--- config.mk ---
export PLATFORM = sky130hd
export DESIGN_NAME = mesi_snoop_bus
export DESIGN_NICKNAME = d
export VERILOG_FILES = /design/src/rtl/mesi_bus_pkg.sv /design/src/rtl/mesi_snoop_bus_rr_arbiter.sv /design/src/rtl/mesi_snoop_bus.sv
export SDC_FILE = /design/constraint.sdc
export NUM_CORES = 2
export LEC_CHECK = 0
export CORE_AREA = 2 2 776 778
export CTS_CLUSTER_DIAMETER = 60
export DETAILED_ROUTE_END_ITERATION = 12
export DIE_AREA = 0 0 778 780
export HOLD_SLACK_MARGIN = 0.02
export PLACE_DENSITY_LB_ADDON = 0.12
export SLEW_MARGIN = 20
export SYNTH_ARGS = -nofsm -noshare
export SYNTH_HDL_FRONTEND = slang
export SYNTH_SLANG_ARGS = --single-unit
--- constraint.sdc ---
create_clock -name clk -period 5.01 [get_ports clk]
set_input_delay 1.503 -clock clk [delete_from_list [all_inputs] [get_ports clk]]
set_output_delay 1.503 -clock clk [all_outputs]
set_load 0.005 [all_outputs]
--- src/rtl/mesi_bus_pkg.sv ---
// Shared types for the MESI snooping bus controller.
// Request encodings, FSM states and default line geometry.
package mesi_bus_pkg;

   localparam int DEF_TAG_W   = 17;
   localparam int DEF_INDEX_W = 10;
   localparam int DEF_LINE_W  = 256;

   typedef enum logic [1:0] {
      BUS_RD   = 2'd0,
      BUS_RDX  = 2'd1,
      BUS_UPGR = 2'd2
   } bus_req_e;

   typedef enum logic [2:0] {
      S_IDLE,
      S_SNOOP,
      S_RESP,
      S_WB,
      S_MEM,
      S_DONE
   } bus_state_e;

   typedef struct packed {
      logic [DEF_TAG_W-1:0]   tag;
      logic [DEF_INDEX_W-1:0] index;
   } line_addr_t;

endpackage

--- src/rtl/mesi_snoop_bus_rr_arbiter.sv ---
// Combinational round-robin arbiter.
// Picks the lowest requesting index at or above ptr, wrapping.
module rr_arbiter #(
   parameter int N  = 4,
   parameter int PW = (N > 1) ? $clog2(N) : 1
) (
   input  logic [N-1:0]  req,
   input  logic [PW-1:0] ptr,
   output logic [N-1:0]  grant,
   output logic [PW-1:0] idx
);

   logic found;

   function automatic logic [PW-1:0] wrap(
      input logic [PW-1:0] p,
      input int            i
   );
      int k;
      k = int'(p) + i;
      if (k >= N) k = k - N;
      return PW'(k);
   endfunction

   always_comb begin
      grant = '0;
      idx   = '0;
      found = 1'b0;
      for (int i = 0; i < N; i++) begin
         if (!found && req[wrap(ptr, i)]) begin
            found                 = 1'b1;
            idx                   = wrap(ptr, i);
            grant[wrap(ptr, i)]   = 1'b1;
         end
      end
   end

endmodule

--- src/rtl/mesi_snoop_bus.sv ---
// Snooping bus controller: arbitrates cache requests, broadcasts snoops,
// sources lines from a dirty owner (with write-back) or from memory.
module mesi_snoop_bus
   import mesi_bus_pkg::*;
#(
   parameter int NUM_CORES = 4,
   parameter int TAG_W     = DEF_TAG_W,
   parameter int INDEX_W   = DEF_INDEX_W,
   parameter int LINE_W    = DEF_LINE_W
) (
   input  logic                                clk,
   input  logic                                rst,
   input  logic [NUM_CORES-1:0]                req_i,
   input  logic [NUM_CORES-1:0][1:0]           req_type_i,
   input  logic [NUM_CORES-1:0][TAG_W-1:0]     req_tag_i,
   input  logic [NUM_CORES-1:0][INDEX_W-1:0]   req_index_i,
   output logic [NUM_CORES-1:0]                trans_en_o,
   output logic [NUM_CORES-1:0]                grant_o,
   output logic                                snoop_valid_o,
   output logic [1:0]                          snoop_type_o,
   output logic [TAG_W-1:0]                    snoop_tag_o,
   output logic [INDEX_W-1:0]                  snoop_index_o,
   output logic [NUM_CORES-1:0]                snoop_src_o,
   input  logic [NUM_CORES-1:0]                snoop_hit_i,
   input  logic [NUM_CORES-1:0]                snoop_dirty_i,
   input  logic [NUM_CORES-1:0][LINE_W-1:0]    snoop_line_i,
   output logic                                mem_rd_req_o,
   output logic                                mem_wr_req_o,
   output logic [TAG_W+INDEX_W-1:0]            mem_addr_o,
   output logic [LINE_W-1:0]                   mem_wr_line_o,
   input  logic                                mem_rd_valid_i,
   input  logic [LINE_W-1:0]                   mem_line_i,
   input  logic                                mem_wr_ack_i,
   output logic [NUM_CORES-1:0]                done_o,
   output logic [LINE_W-1:0]                   line_o,
   output logic                                shared_o
);

   localparam int PW = $clog2(NUM_CORES);

   bus_state_e state_q, state_d;

   logic [NUM_CORES-1:0] grant_q;
   logic [NUM_CORES-1:0] arb_gnt;
   logic [NUM_CORES-1:0] hit_m;
   logic [NUM_CORES-1:0] dirty_m;
   logic [PW-1:0]        ptr_q;
   logic [PW-1:0]        win_q;
   logic [PW-1:0]        arb_idx;
   logic [PW-1:0]        dirty_idx;
   logic [1:0]           type_q;
   logic [TAG_W-1:0]     tag_q;
   logic [INDEX_W-1:0]   index_q;
   logic [LINE_W-1:0]    line_q;
   logic                 shared_q;
   logic                 is_upgr;

   rr_arbiter #(
      .N  (NUM_CORES),
      .PW (PW)
   ) u_arb (
      .req   (req_i),
      .ptr   (ptr_q),
      .grant (arb_gnt),
      .idx   (arb_idx)
   );

   assign is_upgr = (type_q == BUS_UPGR);

   // The requester's own snoop reply describes its stale copy; drop it.
   assign hit_m   = snoop_hit_i & ~grant_q;
   assign dirty_m = snoop_dirty_i & ~grant_q;

   always_comb begin
      dirty_idx = '0;
      for (int i = NUM_CORES - 1; i >= 0; i--) begin
         if (dirty_m[i]) dirty_idx = PW'(i);
      end
   end

   always_comb begin
      state_d = state_q;
      unique case (state_q)
         S_IDLE:  if (|req_i) state_d = S_SNOOP;
         S_SNOOP: state_d = S_RESP;
         S_RESP: begin
            if (is_upgr)       state_d = S_DONE;
            else if (|dirty_m) state_d = S_WB;
            else               state_d = S_MEM;
         end
         S_WB:    if (mem_wr_ack_i) state_d = S_DONE;
         S_MEM:   if (mem_rd_valid_i) state_d = S_DONE;
         S_DONE:  state_d = S_IDLE;
         default: state_d = S_IDLE;
      endcase
   end

   always_ff @(posedge clk or negedge rst) begin
      if (!rst) begin
         state_q <= S_IDLE;
      end else begin
         state_q <= state_d;
      end
   end

   always_ff @(posedge clk or negedge rst) begin
      if (!rst) begin
         grant_q  <= '0;
         ptr_q    <= '0;
         win_q    <= '0;
         type_q   <= '0;
         tag_q    <= '0;
         index_q  <= '0;
         line_q   <= '0;
         shared_q <= 1'b0;
      end else begin
         unique case (state_q)
            S_IDLE: begin
               if (|req_i) begin
                  grant_q  <= arb_gnt;
                  win_q    <= arb_idx;
                  type_q   <= req_type_i[arb_idx];
                  tag_q    <= req_tag_i[arb_idx];
                  index_q  <= req_index_i[arb_idx];
                  line_q   <= '0;
                  shared_q <= 1'b0;
               end
            end
            S_RESP: begin
               shared_q <= |hit_m;
               if (!is_upgr && |dirty_m) begin
                  line_q <= snoop_line_i[dirty_idx];
               end
            end
            S_MEM: begin
               if (mem_rd_valid_i) line_q <= mem_line_i;
            end
            S_DONE: begin
               grant_q <= '0;
               ptr_q   <= (win_q == PW'(NUM_CORES - 1))
                          ? '0 : win_q + 1'b1;
            end
            default: ;
         endcase
      end
   end

   assign trans_en_o    = {NUM_CORES{state_q == S_IDLE}};
   assign grant_o       = grant_q;
   assign snoop_valid_o = (state_q == S_SNOOP);
   assign snoop_type_o  = snoop_valid_o ? type_q : '0;
   assign snoop_tag_o   = snoop_valid_o ? tag_q : '0;
   assign snoop_index_o = snoop_valid_o ? index_q : '0;
   assign snoop_src_o   = snoop_valid_o ? grant_q : '0;

   assign mem_rd_req_o  = (state_q == S_MEM);
   assign mem_wr_req_o  = (state_q == S_WB);
   assign mem_addr_o    = (mem_rd_req_o || mem_wr_req_o)
                          ? {tag_q, index_q} : '0;
   assign mem_wr_line_o = mem_wr_req_o ? line_q : '0;

   // Exclusive readers force every other copy to Invalid.
   assign done_o   = (state_q == S_DONE) ? grant_q : '0;
   assign line_o   = (state_q == S_DONE) ? line_q : '0;
   assign shared_o = (state_q == S_DONE) && shared_q
                     && (type_q != BUS_RDX);

`ifndef SYNTHESIS
   a_single_dirty: assert property (
      @(posedge clk) disable iff (!rst)
      (state_q == S_RESP) |-> $onehot0(dirty_m)
   );
`endif

endmodule

==> flow_summary.ini <==
[drt]
wire_per_inst_um = 33.0
dr.pass1.iters = 5
viasPerCell = 2.58
drt_iter0_markers = 2454
drc = 0
ant_nets = 0
routed_wl_mm = 416
dr_total_vias = 32500

[clock_network]
clkTransAtPathRegs_ns = 0.05
cts_made_buffers = 98
tritoncts = done
htree_num_levels = 3
clk_path_buf_depth = 4
clock_sinks = 297
clock-root-buffer = clkbuf_16
clock_latency_ns = 0.88
postCtsHoldBufs = 0

[global_routing]
grt_max_degree = 115
grt_pass1_wl_mm = 494
grt_pass1_vias = 32900
antenna_found_initial = 469
use_met3_pct = 7.88
grt_use_met2_pct = 21.3
grt-ovfl-total = 0
busiest_layer = met2
grtUsageMet1_pct = 15.0
track_usage_pct = 13.1

[setup_path]
critPathRequiredTime_ns = 3.51
path_delay_family = buffers and inverters
cp_num_buf_inv = 3
cp_slowest_stage_delay_ns = 0.60
critical_path_arrival_ns = 3.29
critical_path.max_fanout = 47
path_cells = and3b_4, buf_12, buf_4, and2_1, clkdlybuf4s50_1
slowest_stage = clkdlybuf4s50_1
startpoint_type = flip-flop
worstSetupPathType = reg -> out
setup.worst_path.end_class = output pin

[synthesis]
synth_top_flop_cell = dfrtp_1
synth_area_leaders = dfrtp_1, mux4_2, and2_1
synth.avg_cell_area_um2 = 9.99
syn_inst = 2413
synth-edff-count = 0
async_flop_share_pct = 100
synth_seq_cells = 297
synth_fp_nets = 3834
yosysTopAreaCell = dfrtp_1
synth_top_area_share_pct = 30.8
synth_warnings = 0
yosysUniqueCellTypes = 44
ys_seq_area_share_pct = 30.8
syn_area_um2 = 24100

[timing]
hold_violations = 0
finalCritPeriodShare_pct = 95.7
rsz0062_at_grt = false
hold_ws_ns = 0.495
setup_violations = 0
skew_ns = 0.110
drv_slew = 0
max_slew_margin_pct = 15.5
worstMarginPinSlew_ns = 1.27
finalSetupTns_ns = 0
clock.fmax_mhz = 208
final.min_clock_period_ns = 4.80

[place]
routabilityCongestion = 0.916
io_buffer_count = 1999
dp_hpwl_mm = 367
placed_area_um2 = 54200

[power]
pwr_density_cell_nw_per_um2 = 398
p_leak_nw = 19.9
peakVddDrop_v = 0.000308

[floorplanning]
core_um2 = 599000
die-width_um = 778
num_io_pins = 2000
die_area_um2 = 607000
core.rowCount = 285
die_h_um = 780
start_util_pct = 4.02

[finish]
final_layout_size_suffix_gt1_share_pct = 13.9
final_area_um2 = 58100
fin_nets = 5772
syn2layout_area_growth_pct = 141
layout_common_cells = clkdlybuf4s50_1, and2_1, dfrtp_1, nand2_1
layout_commonest_cell = clkdlybuf4s50_1

[run]
drv_cap = 0

[hold_path]
worstHoldPathType = reg -> reg

[run_status]
status = complete, no violations
[kinds of logic (layout without fill, tap and decap cells)]
family / Yosys count / in the layout / share of synthesized area [%]
muxes: 320 / 320 / 26.8
AOI/OAI and AO/OA: 579 / 579 / 15.6
and+or+nand+nor: 909 / 909 / 20.5
DFF: 297 / 297 / 30.8
adders and majority gates: 9 / 9 / 0.467
buffers and inverters: 299 / 2312 / 5.82
other: 0 / 115 / 0
[through the flow]
stage | utilization, % | cells | total power [mW] | worst slack [ns]
2_1_floorplan | - | 2413 | 9.11 | 1.72
3_3_place_gp | 9.05 | 12300 | 16.7 | 0.227
3_5_place_dp | 9.05 | 12300 | 16.7 | 0.329
4_1_cts | 9.64 | 12500 | 24.0 | 0.00799
5_1_grt | 9.65 | 12500 | 24.5 | 0.0105
6_report | 9.69 | 12600 | 23.1 | 0.214
[synthesized netlist by cell type (2+ instances only)]
master	instances
and2_1	319
dfrtp_1	297
nand2_1	294
a22oi_1	260
mux4_2	260
and3_1	256
clkbuf_1	190
o21ai_0	176
o21ai_1	96
mux2i_1	60
buf_2	48
buf_6	25
o221ai_1	19
buf_1	17
inv_1	10
o221ai_2	10
buf_4	9
ha_1	9
nor2_1	9
nand3_1	8
nor2b_1	6
a221oi_1	5
nand2b_1	5
a21oi_1	2
nor3b_1	2
o21a_1	2
o31ai_1	2
[final timing paths]
kind,startpoint,cells after the start,slack (ns),endpoint
worst max-delay path,state_q[2],5,0.21,line_o[67]
max in group asynchronous,rst,2,3.04,index_q[3]
worst min register to register,win_q[1],2,0.49,win_q[1]
min in group asynchronous,rst,1,0.73,line_q[71]
worst max register to register,ptr_q[0],8,1.00,index_q[6]
worst min-delay path,win_q[1],2,0.49,win_q[1]
[sequential cells by signal, summed over array words and instances, names as in the netlist]
register,count
shared_q,1
line_q,256
type_q,2
win_q,2
grant_o,4
index_q,10
ptr_q,2
state_q,3
tag_q,17
[routing by layer]
metal	routed length, um	vias up
met1	163000	16000
li1	-	13200
met4	8110	300
met5	1950	-
met3	56100	738
met2	187000	2243
[tightest hold or removal path, cell delays in order, from the launching register on]
cell and delay [ns]:
dfrtp_1 0.35, nand2_1 0.05, nand2_1 0.06
[cell type report]
type                       count  area, um2
fill                       69300     541000
timing repair buffer        2127      21400
multi-input combinational   1817      15400
tap                         8036      10100
sequential                   297       7440
clock buffer                 117       2630
clock inverter                58        872
antenna                      115        288
inverter                      10       37.5
[what timing repair did]
action                     4_1_cts  5_1_grt
buffers inserted                 4        0
resized for setup                3        2
setup endpoints to repair      203       13
[power breakdown]
| group | leakage [nW] | internal, mW | switching, mW |
|---|---|---|---|
| combinational | 14.2 | 4.77 | 7.23 |
| clock | 1.70 | 4.73 | 2.26 |
| sequential | 3.98 | 2.99 | 1.12 |
Power figures use the tool's default switching activity.
